===== config.mk =====
export PLATFORM = sky130hd
export DESIGN_NAME = mcu_pc_stack_unit
export DESIGN_NICKNAME = d
export VERILOG_FILES = /design/src/rtl/mcu_pkg.sv /design/src/rtl/mcu_lifo_stack.sv /design/src/rtl/mcu_pc_stack_unit.sv
export SDC_FILE = /design/constraint.sdc
export NUM_CORES = 1
export LEC_CHECK = 0
export BUFFER_PORTS_ARGS = -buffer_cell sky130_fd_sc_hd__clkbuf_2
export CAP_MARGIN = 20
export CELL_PAD_IN_SITES_DETAIL_PLACEMENT = 1
export CELL_PAD_IN_SITES_GLOBAL_PLACEMENT = 1
export CORE_MARGIN = 2
export CORE_UTILIZATION = 33
export DETAILED_ROUTE_END_ITERATION = 12
export PLACE_DENSITY_LB_ADDON = 0.08
export SYNTH_ARGS = -nofsm -noshare
export SYNTH_HDL_FRONTEND = slang
export SYNTH_SLANG_ARGS = --single-unit

===== constraint.sdc =====
create_clock -name Clk -period 2.9 [get_ports Clk]
set_input_delay 0.29 -clock Clk [delete_from_list [all_inputs] [get_ports Clk]]
set_output_delay 0.29 -clock Clk [all_outputs]
set_load 0.01 [all_outputs]

===== src/rtl/mcu_pkg.sv =====
// mcu_pkg: shared constants and PC-select encoding for the MCU program-counter unit
package mcu_pkg;
  localparam int ADDR_WIDTH_DEF = 8;
  typedef enum logic [2:0] {PC_HOLD, PC_RET, PC_CALL, PC_BRANCH, PC_SEQ} pc_sel_t;
endpackage


===== src/rtl/mcu_lifo_stack.sv =====
// mcu_lifo_stack: return-address LIFO that ignores push-when-full and pop-when-empty
module mcu_lifo_stack #(
  parameter int DEPTH = 4,
  parameter int WIDTH = 8,
  localparam int CW = $clog2(DEPTH + 1),
  localparam int AW = (DEPTH > 1) ? $clog2(DEPTH) : 1
) (
  input  logic             clk,
  input  logic             rst,
  input  logic             push,
  input  logic             pop,
  input  logic [WIDTH-1:0] din,
  output logic [WIDTH-1:0] top,
  output logic [CW-1:0]    count,
  output logic             full,
  output logic             empty
);
  logic [WIDTH-1:0] mem [DEPTH];
  assign full  = count == CW'(DEPTH);
  assign empty = count == '0;
  assign top   = empty ? '0 : mem[AW'(count - 1'b1)];
  always_ff @(posedge clk)
    if (rst) count <= '0;
    else if (push && !full) count <= count + 1'b1;
    else if (pop && !empty) count <= count - 1'b1;
  // Entries are never reset; only count defines what is valid.
  always_ff @(posedge clk)
    if (!rst && push && !full) mem[AW'(count)] <= din;
endmodule


===== src/rtl/mcu_pc_stack_unit.sv =====
// mcu_pc_stack_unit: registered PC with stall, branch and call/return via a hardware stack
module mcu_pc_stack_unit
  import mcu_pkg::*;
#(
  parameter int ADDR_WIDTH  = ADDR_WIDTH_DEF,
  parameter int STACK_DEPTH = 4,
  parameter int PC_STEP     = 1,
  localparam int CW = $clog2(STACK_DEPTH + 1)
) (
  input  logic                  Clk,
  input  logic                  Reset,
  input  logic [ADDR_WIDTH-1:0] resetPC,
  input  logic                  stall,
  input  logic                  branch_en,
  input  logic [ADDR_WIDTH-1:0] branch_target,
  input  logic                  call_en,
  input  logic                  ret_en,
  output logic [ADDR_WIDTH-1:0] currentPC,
  output logic [CW-1:0]         stack_count,
  output logic                  stack_overflow,
  output logic                  stack_underflow
);
  pc_sel_t               sel;
  logic [ADDR_WIDTH-1:0] pc_inc, top, pc_next;
  logic                  full, empty;
  assign pc_inc = currentPC + ADDR_WIDTH'(PC_STEP);
  assign sel = stall     ? PC_HOLD   :
               ret_en    ? PC_RET    :
               call_en   ? PC_CALL   :
               branch_en ? PC_BRANCH : PC_SEQ;
  always_comb
    pc_next = sel == PC_HOLD   ? currentPC :
              sel == PC_RET    ? (empty ? resetPC : top) :
              sel == PC_CALL   ? (full ? pc_inc : branch_target) :
              sel == PC_BRANCH ? branch_target : pc_inc;
  mcu_lifo_stack #(.DEPTH(STACK_DEPTH), .WIDTH(ADDR_WIDTH)) u_stack (
    .clk(Clk),
    .rst(Reset),
    .push(sel == PC_CALL),
    .pop(sel == PC_RET),
    .din(pc_inc),
    .top(top),
    .count(stack_count),
    .full(full),
    .empty(empty)
  );
  always_ff @(posedge Clk)
    if (Reset) begin
      currentPC       <= resetPC;
      stack_overflow  <= 1'b0;
      stack_underflow <= 1'b0;
    end else begin
      currentPC       <= pc_next;
      stack_overflow  <= stack_overflow | (sel == PC_CALL && full);
      stack_underflow <= stack_underflow | (sel == PC_RET && empty);
    end
endmodule


==> results.json, run 1 <==
{
  "status": "complete, no violations",
  "area_growth_pct": 16.5,
  "worst_ep_required_time_ns": 3.01,
  "layout_common_cells": "edfxtp_1 (40), clkbuf_2 (34), nor2_1 (10)",
  "slew_viol_final": 0,
  "startpoint_type": "flop",
  "synthFlopType": "edfxtp_1",
  "port_buffers": 34,
  "layout.cells.non_filler": 262,
  "final_common_cell": "edfxtp_1",
  "critPathLaunch": "u_stack.count[1]",
  "grt_overflow": 0,
  "core_um2": 6240,
  "fin_skew_ns": 0.00801,
  "synth_compound_area_share_pct": 8.59,
  "hold_violations": 0,
  "hold_depth": 2,
  "die_area_um2": 7010,
  "synth_cells": 146,
  "rr_startpoint": "u_stack.count[1]",
  "netlist_area_um2": 2100,
  "htreeDepth": 2,
  "gp_congestion": 0.701,
  "chipWidth_um": 83.7,
  "place_ws_ns": 0.782,
  "firstDrtPassIters": 4,
  "finalNetCount": 212,
  "rsz0062_at_grt": "false",
  "clk_pin_slew_ns": 0.08,
  "grt_pass1_vias": 1459,
  "fin_area_um2": 2440,
  "fill_cells": 686,
  "ant_nets": 0,
  "min_delay_worst_endpoint": "stack_underflow",
  "vias_per_cell": 5.19,
  "placed_cells": 253,
  "post-cts-setup-buffers": 0,
  "drt_iter0_drc": 64,
  "fin_setup_tns_ns": 0,
  "worst_pin_slew_ns": 0.837,
  "numCtsBuffers": 5,
  "rows": 29,
  "worstRegToRegCells": 6,
  "r2r-end": "currentPC[6]",
  "reg2reg_slack_ns": 0.75,
  "synthMuxAreaShare_pct": 11.5,
  "drc": 0,
  "clock_latency_ns": 0.29,
  "cts_buffer_depth": 2,
  "crit_path_end_kind": "flop",
  "cts_resized": 0,
  "hold_path.class": "primary input to flop",
  "dpl.hpwl_um": 3600,
  "path_cells": "inv_1 > ha_1 > nor2b_1 > nor3_1 > a22oi_1 > o31ai_1",
  "cp_slowest_cell": "nor3_1",
  "synth_cell_types": 36,
  "drt_wl_total_um": 4750,
  "min_period_ns": 2.15,
  "cap_violations": 0,
  "avgSynthCellArea_um2": 14.4,
  "grt_max_degree": 14,
  "setup_viol": 0,
  "p_per_area_nw_per_um2": 573,
  "pin_count": 35,
  "synth_edf_count": 40,
  "die_h_um": 83.7,
  "synth-simple-area-share_pct": 11.5,
  "crit_family": "simple AND/OR/NAND/NOR gates",
  "seq_area_frac_synth_pct": 62.1,
  "hold_path_startpoint": "Reset",
  "placed_cell_area_um2": 2350,
  "wl_per_cell_um": 18.1,
  "max_freq_mhz": 466,
  "initial_core_util_pct": 33.6,
  "fin_crit_sh_pct": 74.0,
  "track_usage_pct": 14.8,
  "syn_nets": 174,
  "antennaDiodeCount": 0,
  "synth_fa_ha_area_share_pct": 3.58,
  "critPathMaxStageDelay_ns": 0.66,
  "critical_path_arrival_ns": 2.26,
  "setup_ws_ns": 0.753,
  "synth-xor-area-share_pct": 1.25,
  "critPathMaxFanout": 8,
  "ir_drop_uv": 273,
  "crit_type": "flop to flop",
  "ys_async_sr_fraction_pct": 0,
  "grt_pass1_wl_um": 8020,
  "antenna_found_initial": 0,
  "drive_gt1_share_pct": 30.8,
  "synth_seq_cells": 45,
  "cts_tree": "yes",
  "cts_hold_buf": 0,
  "vias": 1361,
  "p_leak_nw": 0.898,
  "synth_top_family_by_area": "simple AND/OR/NAND/NOR gates",
  "slew_headroom_pct": 43.7,
  "yosys_warnings": 0,
  "critPathBufInv": 1,
  "postLayoutCoreUtil_pct": 39.1,
  "clock-sinks": 45,
  "root_buffer": "clkbuf_8"
}
[per-layer routing]
| metal | GRT usage [%] | vias to the layer above | routed length, µm |
|---|---|---|---|
| met3 | 2.87 | 2 | 167 |
| li1 | - | 642 | - |
| met2 | 24.1 | 23 | 2330 |
| met4 | 3.52 | 0 | 24 |
| met5 | 0 | - | 0 |
| met1 | 20.6 | 694 | 2230 |
[through the flow]
stage	total power, mW	hold WS, ns
after floorplan	0.946	0.479
after CTS	1.42	0.322
after detailed placement	1.04	0.471
after global routing	1.47	0.335
after global placement	1.04	0.456
final	1.40	0.323
[kinds of logic after synthesis]
| group | Yosys count |
|---|---|
| buffers and inverters | 8 |
| flip-flops | 45 |
| multiplexers | 14 |
| adder cells (fa/ha/maj) | 6 |
| AO/OA/AOI/OAI | 26 |
| AND/OR/NAND/NOR | 44 |
| XOR/XNOR | 3 |
[cells in the mapped netlist (2+ instances only)]
cell	number	area [µm²]
edfxtp_1	40	1200
nor2_1	10	37.5
a22oi_1	9	67.6
mux4_2	8	180
nand2_1	7	26.3
o21ai_0	7	35.0
ha_1	6	75.1
dfxtp_1	5	100
mux2i_1	5	50.1
and2_1	4	25.0
nand3_1	4	20.0
nor3_1	4	20.0
and3_1	3	18.8
clkbuf_1	3	11.3
inv_1	3	11.3
nand2b_1	3	18.8
o31ai_1	3	22.5
a21oi_1	2	10.0
nor2b_1	2	12.5
xnor2_1	2	17.5
[worst max-delay path by stage]
stage	endpoint	slack, ns	cells past startpoint
2_1_floorplan	currentPC[7]	0.59	7
3_3_place_gp	currentPC[6]	0.84	6
3_5_place_dp	currentPC[6]	0.78	6
4_1_cts	currentPC[6]	0.75	6
5_1_grt	currentPC[6]	0.48	6
6_report	currentPC[6]	0.75	6
[registers in the layout, summed over array words and instances, names as in the netlist]
register	count
currentPC	8
stack_overflow	1
stack_underflow	1
u_stack.count	3
u_stack.mem	32
[area by class of cell]
type                            count  area (µm²)  share of cell area, %
Sequential cell                    45        1300                   53.3
Multi-Input combinational cell     93         764                   31.3
Clock inverter                      1        7.51                  0.307
Timing Repair Buffer               36         185                   7.58
Clock buffer                        7        76.3                   3.13
Tap cell                           77        96.3                   3.94
Inverter                            3        11.3                  0.461
[report_power, final]
| part | internal [mW] | switching (mW) | leakage, nW |
|---|---|---|---|
| Sequential | 0.755 | 0.0256 | 0.413 |
| Combinational | 0.102 | 0.143 | 0.446 |
| Clock | 0.171 | 0.204 | 0.0385 |
| Total | 1.03 | 0.372 | 0.898 |
No activity file was read; power rests on OpenSTA's default activity.
==> inputs of run 2 (changes only) <==
--- a/config.mk
+++ b/config.mk
@@ -5,6 +5,7 @@
 export SDC_FILE = /design/constraint.sdc
 export NUM_CORES = 1
 export LEC_CHECK = 0
+export ABC_AREA = 1
 export BUFFER_PORTS_ARGS = -buffer_cell sky130_fd_sc_hd__clkbuf_2
 export CAP_MARGIN = 20
 export CELL_PAD_IN_SITES_DETAIL_PLACEMENT = 1
==> constraint.sdc (replaced) <==
create_clock -name Clk -period 2 [get_ports Clk]
set_input_delay 0.2 -clock Clk [delete_from_list [all_inputs] [get_ports Clk]]
set_output_delay 0.2 -clock Clk [all_outputs]
set_load 0.01 [all_outputs]
==> run 2 against run 1 <==
Compared with the run above:
- clock power is 130% higher
- total power is 75% higher
- clock skew down 0.0045 ns
- synthesized cell count up 68%
- register-to-register slack got worse by 0.53 ns
- critical endpoint is now currentPC[7]
- critical path type unchanged
- hold slack worse by 0.24 ns
- non-clock buffer count grew 8
- worst setup slack got worse by 0.53 ns
- sequential share of layout area fell by 6.6 points
- final area increased by 14%
- final cell count increased by 48%
- via count grew 30%
==> results.json, run 2 <==
{
  "die_h_um": 88.0,
  "rr_startpoint": "u_stack.count[1]",
  "vias_per_cell": 4.57,
  "worst_pin_slew_ns": 0.401,
  "gp_congestion": 0.765,
  "ant_nets": 0,
  "yosysMostFrequentCell": "nand2_1",
  "postLayoutCoreUtil_pct": 41.0,
  "grt_pass1_vias": 1814,
  "pwr-share-clk_pct": 34.7,
  "max_freq_mhz": 562,
  "cts_hold_buf": 0,
  "die_area_um2": 7740,
  "setup_viol": 0,
  "vias": 1775,
  "dpl.hpwl_um": 4490,
  "drt_iter0_drc": 97,
  "seq_area_frac_synth_pct": 55.9,
  "critical_path_arrival_ns": 1.85,
  "clock-sinks": 45,
  "slew_viol_final": 0,
  "firstDrtPassIters": 4,
  "reg_top3": "u_stack.mem x32, currentPC x8, u_stack.count x3",
  "min_period_ns": 1.78,
  "synth_commonest_cells": "nand2_1 (82), edfxtp_1 (40), nand3_1 (19), nor2_1 (19), inv_1 (14)",
  "synth_compound_area_share_pct": 7.21,
  "synth_fa_ha_area_share_pct": 3.23,
  "cap_violations": 0,
  "status": "complete, no violations",
  "rows": 30,
  "grt_pass1_wl_um": 9740,
  "crit_type": "flop to flop",
  "ir_drop_uv": 327,
  "cts_buffer_depth": 2,
  "layout_common_cells": "nand2_1 (82), edfxtp_1 (40), clkbuf_2 (34)",
  "critPathMaxFanout": 10,
  "avgSynthCellArea_um2": 9.46,
  "cts_tree": "yes",
  "synth_edf_count": 40,
  "numCtsBuffers": 5,
  "track_usage_pct": 17.0,
  "synth-simple-area-share_pct": 26.8,
  "clk_pin_slew_ns": 0.09,
  "wl_per_cell_um": 15.4,
  "synthTopCellsByArea": "edfxtp_1 (52%), nand2_1 (13%), dfxtp_1 (4.3%), nand3_1 (4.1%), ha_1 (3.2%)",
  "initial_core_util_pct": 34.2,
  "hold_path.class": "primary input to flop",
  "port_buffers": 34,
  "critPathLaunch": "u_stack.count[1]",
  "worst_ep_required_time_ns": 2.07,
  "reg2reg_slack_ns": 0.22,
  "area_growth_pct": 19.8,
  "slew_headroom_pct": 73.2,
  "clock_latency_ns": 0.30,
  "netlist_area_um2": 2330,
  "drt_wl_total_um": 5980,
  "rsz0062_at_grt": "false",
  "crit_path_end_kind": "flop",
  "antenna_found_initial": 0,
  "p_leak_nw": 1.20,
  "synth_cell_types": 32,
  "grt_max_degree": 22,
  "root_buffer": "clkbuf_8",
  "grt_overflow": 0,
  "yosysTopAreaCellShare_pct": 51.6,
  "yosys.area.top_type": "edfxtp_1",
  "synthMuxAreaShare_pct": 0,
  "switchingPower_uw": 680,
  "drc": 0,
  "synth_cells": 246,
  "yosys_warnings": 0,
  "synthFlopType": "edfxtp_1",
  "hold_path_startpoint": "Reset",
  "syn_nets": 274,
  "largest_register_ffs": 32,
  "ys_async_sr_fraction_pct": 0,
  "synth-xor-area-share_pct": 1.45,
  "fin_crit_sh_pct": 89.0,
  "whs_ns": 0.0827,
  "top_register": "u_stack.mem",
  "p_per_area_nw_per_um2": 877,
  "core_um2": 6790,
  "drive_gt1_share_pct": 26.4,
  "finalPower_mw": 2.44,
  "fin_setup_tns_ns": 0,
  "pwr-share-seq_pct": 46.2,
  "antennaDiodeCount": 0,
  "power_frac_comb_pct": 19.1,
  "startpoint_type": "flop",
  "synth_top_family_by_area": "simple AND/OR/NAND/NOR gates",
  "switching_share_pct": 27.8,
  "finalNetCount": 319,
  "synth_seq_cells": 45,
  "p_int_mw": 1.76,
  "pin_count": 35,
  "chipWidth_um": 88.0,
  "htreeDepth": 2,
  "fin_skew_ns": 0.00355,
  "hold_violations": 0,
  "final_common_cell": "nand2_1"
}
==> run 2: cell count changes after synthesis, moves of 5 or more <==
cell	previous run	this run
nand3_1	4	19
nor2_1	10	19
nand2_1	7	82
o22ai_1	0	6
a22oi_1	9	0
mux4_2	8	0
inv_1	3	14
mux2i_1	5	0
inv_2	0	5
==> run 2: routing by layer <==
layer | track usage (%) | vias to the layer above | routed length, µm
li1 | - | 904 | -
met1 | 24.0 | 840 | 3070
met2 | 27.1 | 29 | 2700
met3 | 3.39 | 2 | 173
met4 | 3.78 | 0 | 33
met5 | 0 | - | 0
==> run 2: power by group through the flow <==
stage	sequential [mW]	clock (mW)	combinational [mW]
5_1_grt	1.14	0.897	0.528
4_1_cts	1.13	0.868	0.470
2_1_floorplan	1.16	0	0.288
3_5_place_dp	1.15	0	0.466
6_report	1.13	0.848	0.466
3_3_place_gp	1.15	0	0.467
==> run 2: worst max-delay path: stages (launching register included) <==
cell and delay, ns:
dfxtp_1 0.42, inv_1 0.11, ha_2 0.46, inv_2 0.12
o21ai_1 0.10, o22ai_1 0.10, nand2_1 0.09, nand2_1 0.06
nand2_1 0.06, nand2_1 0.05
==> run 2: layout make-up <==
cell class / count / area [µm²]
clock inverter: 3 / 68.8
timing repair buffer: 44 / 245
multi-input combinational: 174 / 902
sequential: 45 / 1300
inverter: 21 / 81.3
clock buffer: 5 / 68.8
fill: 820 / 4010
tap: 96 / 120
==> run 2: kinds of logic after synthesis <==
family / count (synthesis)
compound gates: 29
xor+xnor: 3
fa+ha+maj: 6
buf+inv: 27
flops: 45
simple gates: 136
==> run 2: worst paths after layout <==
kind                                       end  depth (start not counted)
worst max register to register    currentPC[7]                          9
worst min register to register  stack_overflow                          2
worst max-delay path              currentPC[7]                          9
worst min-delay path            stack_overflow                          2
==> run 2: repair_timing <==
| action | 4_1_cts | 5_1_grt |
|---|---|---|
| endpoints found under the hold margin | 0 | 0 |
| setup endpoints to repair | 0 | 5 |
| gates resized for setup | 0 | 1 |
| setup buffers | 0 | 0 |
==> run 2: stage by stage <==
step | instances | worst slack (ns) | cell area [µm²]
global placement | 380 | 0.210 | 2650
detailed placement | 380 | 0.140 | 2650
finish | 388 | 0.219 | 2790
CTS | 388 | 0.113 | 2790
global route | 388 | 0.0420 | 2790
floorplan | 246 | 0.0514 | 2330
==> inputs of run 3 (changes only) <==
--- a/config.mk
+++ b/config.mk
@@ -13,6 +13,7 @@
 export CORE_MARGIN = 2
 export CORE_UTILIZATION = 33
 export DETAILED_ROUTE_END_ITERATION = 12
+export GPL_TIMING_DRIVEN = 0
 export PLACE_DENSITY_LB_ADDON = 0.08
 export SYNTH_ARGS = -nofsm -noshare
 export SYNTH_HDL_FRONTEND = slang
==> constraint.sdc (replaced) <==
create_clock -name Clk -period 1.5 [get_ports Clk]
set_input_delay 0.15 -clock Clk [delete_from_list [all_inputs] [get_ports Clk]]
set_output_delay 0.15 -clock Clk [all_outputs]
set_load 0.01 [all_outputs]
==> run 3 against run 2 <==
Compared with the run above:
- the run now ends with negative setup slack left
- register-to-register slack got worse by 0.38 ns
- final cell count increased by 4.9%
- hold slack got worse by 0.050 ns
- clock power decreased by 5.3%
- worst setup slack got worse by 0.38 ns
- total power increased by 28%
- non-clock buffer count increased by 17
- critical path depth increased by 4
- combinational power increased by 73%
- sequential share of layout area decreased by 5.2 points
- first-iteration DRC count decreased by 56%
- core utilization increased by 5.3 points
- critical path type unchanged
- largest power group unchanged
- highest routed layer unchanged
==> results.json, run 3 (same netlist as run 2, synthesis figures left out) <==
{
  "status": "finished with violations",
  "violations": "negative setup slack",
  "rsz0062_at_grt": "true",
  "crit_path_end_kind": "flop",
  "die_h_um": 88.0,
  "drt_iter0_drc": 43,
  "critPathBufInv": 3,
  "antennaDiodeCount": 0,
  "vias": 1872,
  "hold_violations": 0,
  "reg_top3": "u_stack.mem x32, currentPC x8, u_stack.count x3",
  "firstDrtPassIters": 4,
  "final_common_cell": "nand2_1",
  "grt_pass1_vias": 1932,
  "slew_viol_final": 0,
  "setup_ws_ns": -0.161,
  "root_buffer": "clkbuf_8",
  "slew_headroom_pct": 71.1,
  "fin_setup_tns_ns": -4.67,
  "setup_viol": 42,
  "initial_core_util_pct": 34.2,
  "switching_share_pct": 32.0,
  "crit_type": "flop to flop",
  "pwr-share-clk_pct": 25.7,
  "layout.cells.non_filler": 407,
  "ant_nets": 0,
  "power_frac_comb_pct": 25.8,
  "port_buffers": 34,
  "cts_buffer_depth": 2,
  "wl_per_cell_um": 15.7,
  "drive_gt1_share_pct": 38.9,
  "p_per_area_nw_per_um2": 991,
  "fin_area_um2": 3150,
  "p_leak_nw": 1.32,
  "cp_slowest_cell": "dfxtp_4",
  "grt_pass1_wl_um": 9990,
  "finalPower_mw": 3.12,
  "drc": 0,
  "placed_cell_area_um2": 2720,
  "hold_path.class": "primary input to flop",
  "layout_common_cells": "nand2_1 (71), edfxtp_1 (40), clkbuf_2 (34)",
  "htreeDepth": 2,
  "ir_drop_uv": 382,
  "worst_ep_required_time_ns": 1.56,
  "max_freq_mhz": 602,
  "rows": 30,
  "reg2reg_slack_ns": -0.16,
  "startpoint_type": "flop",
  "core_um2": 6790,
  "critical_path_arrival_ns": 1.73,
  "critPathMaxStageDelay_ns": 0.40,
  "clock_latency_ns": 0.30,
  "vias_per_cell": 4.60,
  "cap_violations": 0,
  "whs_ns": 0.0331,
  "finalNetCount": 338,
  "fin_skew_ns": 0.00943,
  "gp_congestion": 0.719,
  "dpl.hpwl_um": 4330,
  "critPathMaxFanout": 5,
  "numCtsBuffers": 5,
  "antenna_found_initial": 0,
  "crit_path_frequent_cell": "nand2_1",
  "place_ws_ns": -0.486,
  "placed_cells": 376,
  "drt_wl_total_um": 6400,
  "worst_pin_slew_ns": 0.433,
  "p_int_mw": 2.12,
  "top_register": "u_stack.mem",
  "die_area_um2": 7740,
  "chipWidth_um": 88.0,
  "area_growth_pct": 35.3,
  "crit_family": "simple AND/OR/NAND/NOR gates",
  "pwr-share-seq_pct": 48.5,
  "largest_register_ffs": 32,
  "grt_max_degree": 17,
  "switchingPower_uw": 998,
  "fin_crit_sh_pct": 111,
  "postLayoutCoreUtil_pct": 46.3,
  "clk_pin_slew_ns": 0.09,
  "grt_overflow": 0,
  "cts_tree": "yes",
  "path_cells": "inv_8 > buf_12 > ha_4 > nand2_4 > clkinv_4 > nand2_8 > nand2_8 > nand2_2 > nand2_1 > nand2_1 > nand2_1 > nand2_1 > nand2_1",
  "min_period_ns": 1.66,
  "pin_count": 35,
  "track_usage_pct": 17.5,
  "clock-sinks": 45
}
run 3: changes by cell type in the layout (fill, tap and decap cells not counted), moves of 4 or more:
cell	delta
nand2_8	+4
nor2_1	-5
nor2_4	+4
nand2_2	+9
nand2_1	-11
buf_4	+6
buf_12	+5
buf_6	+5
run 3: path summary, 6_finish.rpt:
path / from / depth (start not counted) / end
setup / recovery: u_stack.count[0] / 13 / currentPC[3]
hold / removal: Reset / 2 / stack_underflow
setup reg to reg: u_stack.count[0] / 13 / currentPC[3]
hold reg to reg: stack_underflow / 2 / stack_underflow
run 3: power by group through the flow:
stage	clock network [mW]	registers (mW)	logic, mW
5_1_grt	0.842	1.52	0.892
3_5_place_dp	0	1.54	0.655
2_1_floorplan	0	1.55	0.426
3_3_place_gp	0	1.54	0.648
4_1_cts	0.818	1.51	0.753
6_report	0.803	1.51	0.804
run 3: area by class of cell:
type	instances	area, µm²
flip-flops and latches	45	1310
clock inverters	3	25.0
repair buffers	57	408
clock buffers	5	68.8
multi-input cells	176	1080
plain buffers	4	43.8
well taps	96	120
inverters	21	96.3
fillers	785	3650
run 3: routing by layer:
metal	vias up	share of wire, %	global-route usage (%)
met5	-	0	0
met1	883	46	22.9
met3	8	2.5	2.17
met2	36	50	30.5
met4	0	1.3	4.90
li1	945	-	-
run 3: repair_timing:
| item | in CTS | in global routing |
|---|---|---|
| endpoints found under the hold margin | 0 | 0 |
| hold buffers | 0 | 0 |
| setup buffers | 16 | 7 |
| pin swaps | 14 | 13 |
| resized for setup | 14 | 21 |
| endpoints found under the setup margin | 43 | 47 |
| gates cloned | 2 | 0 |
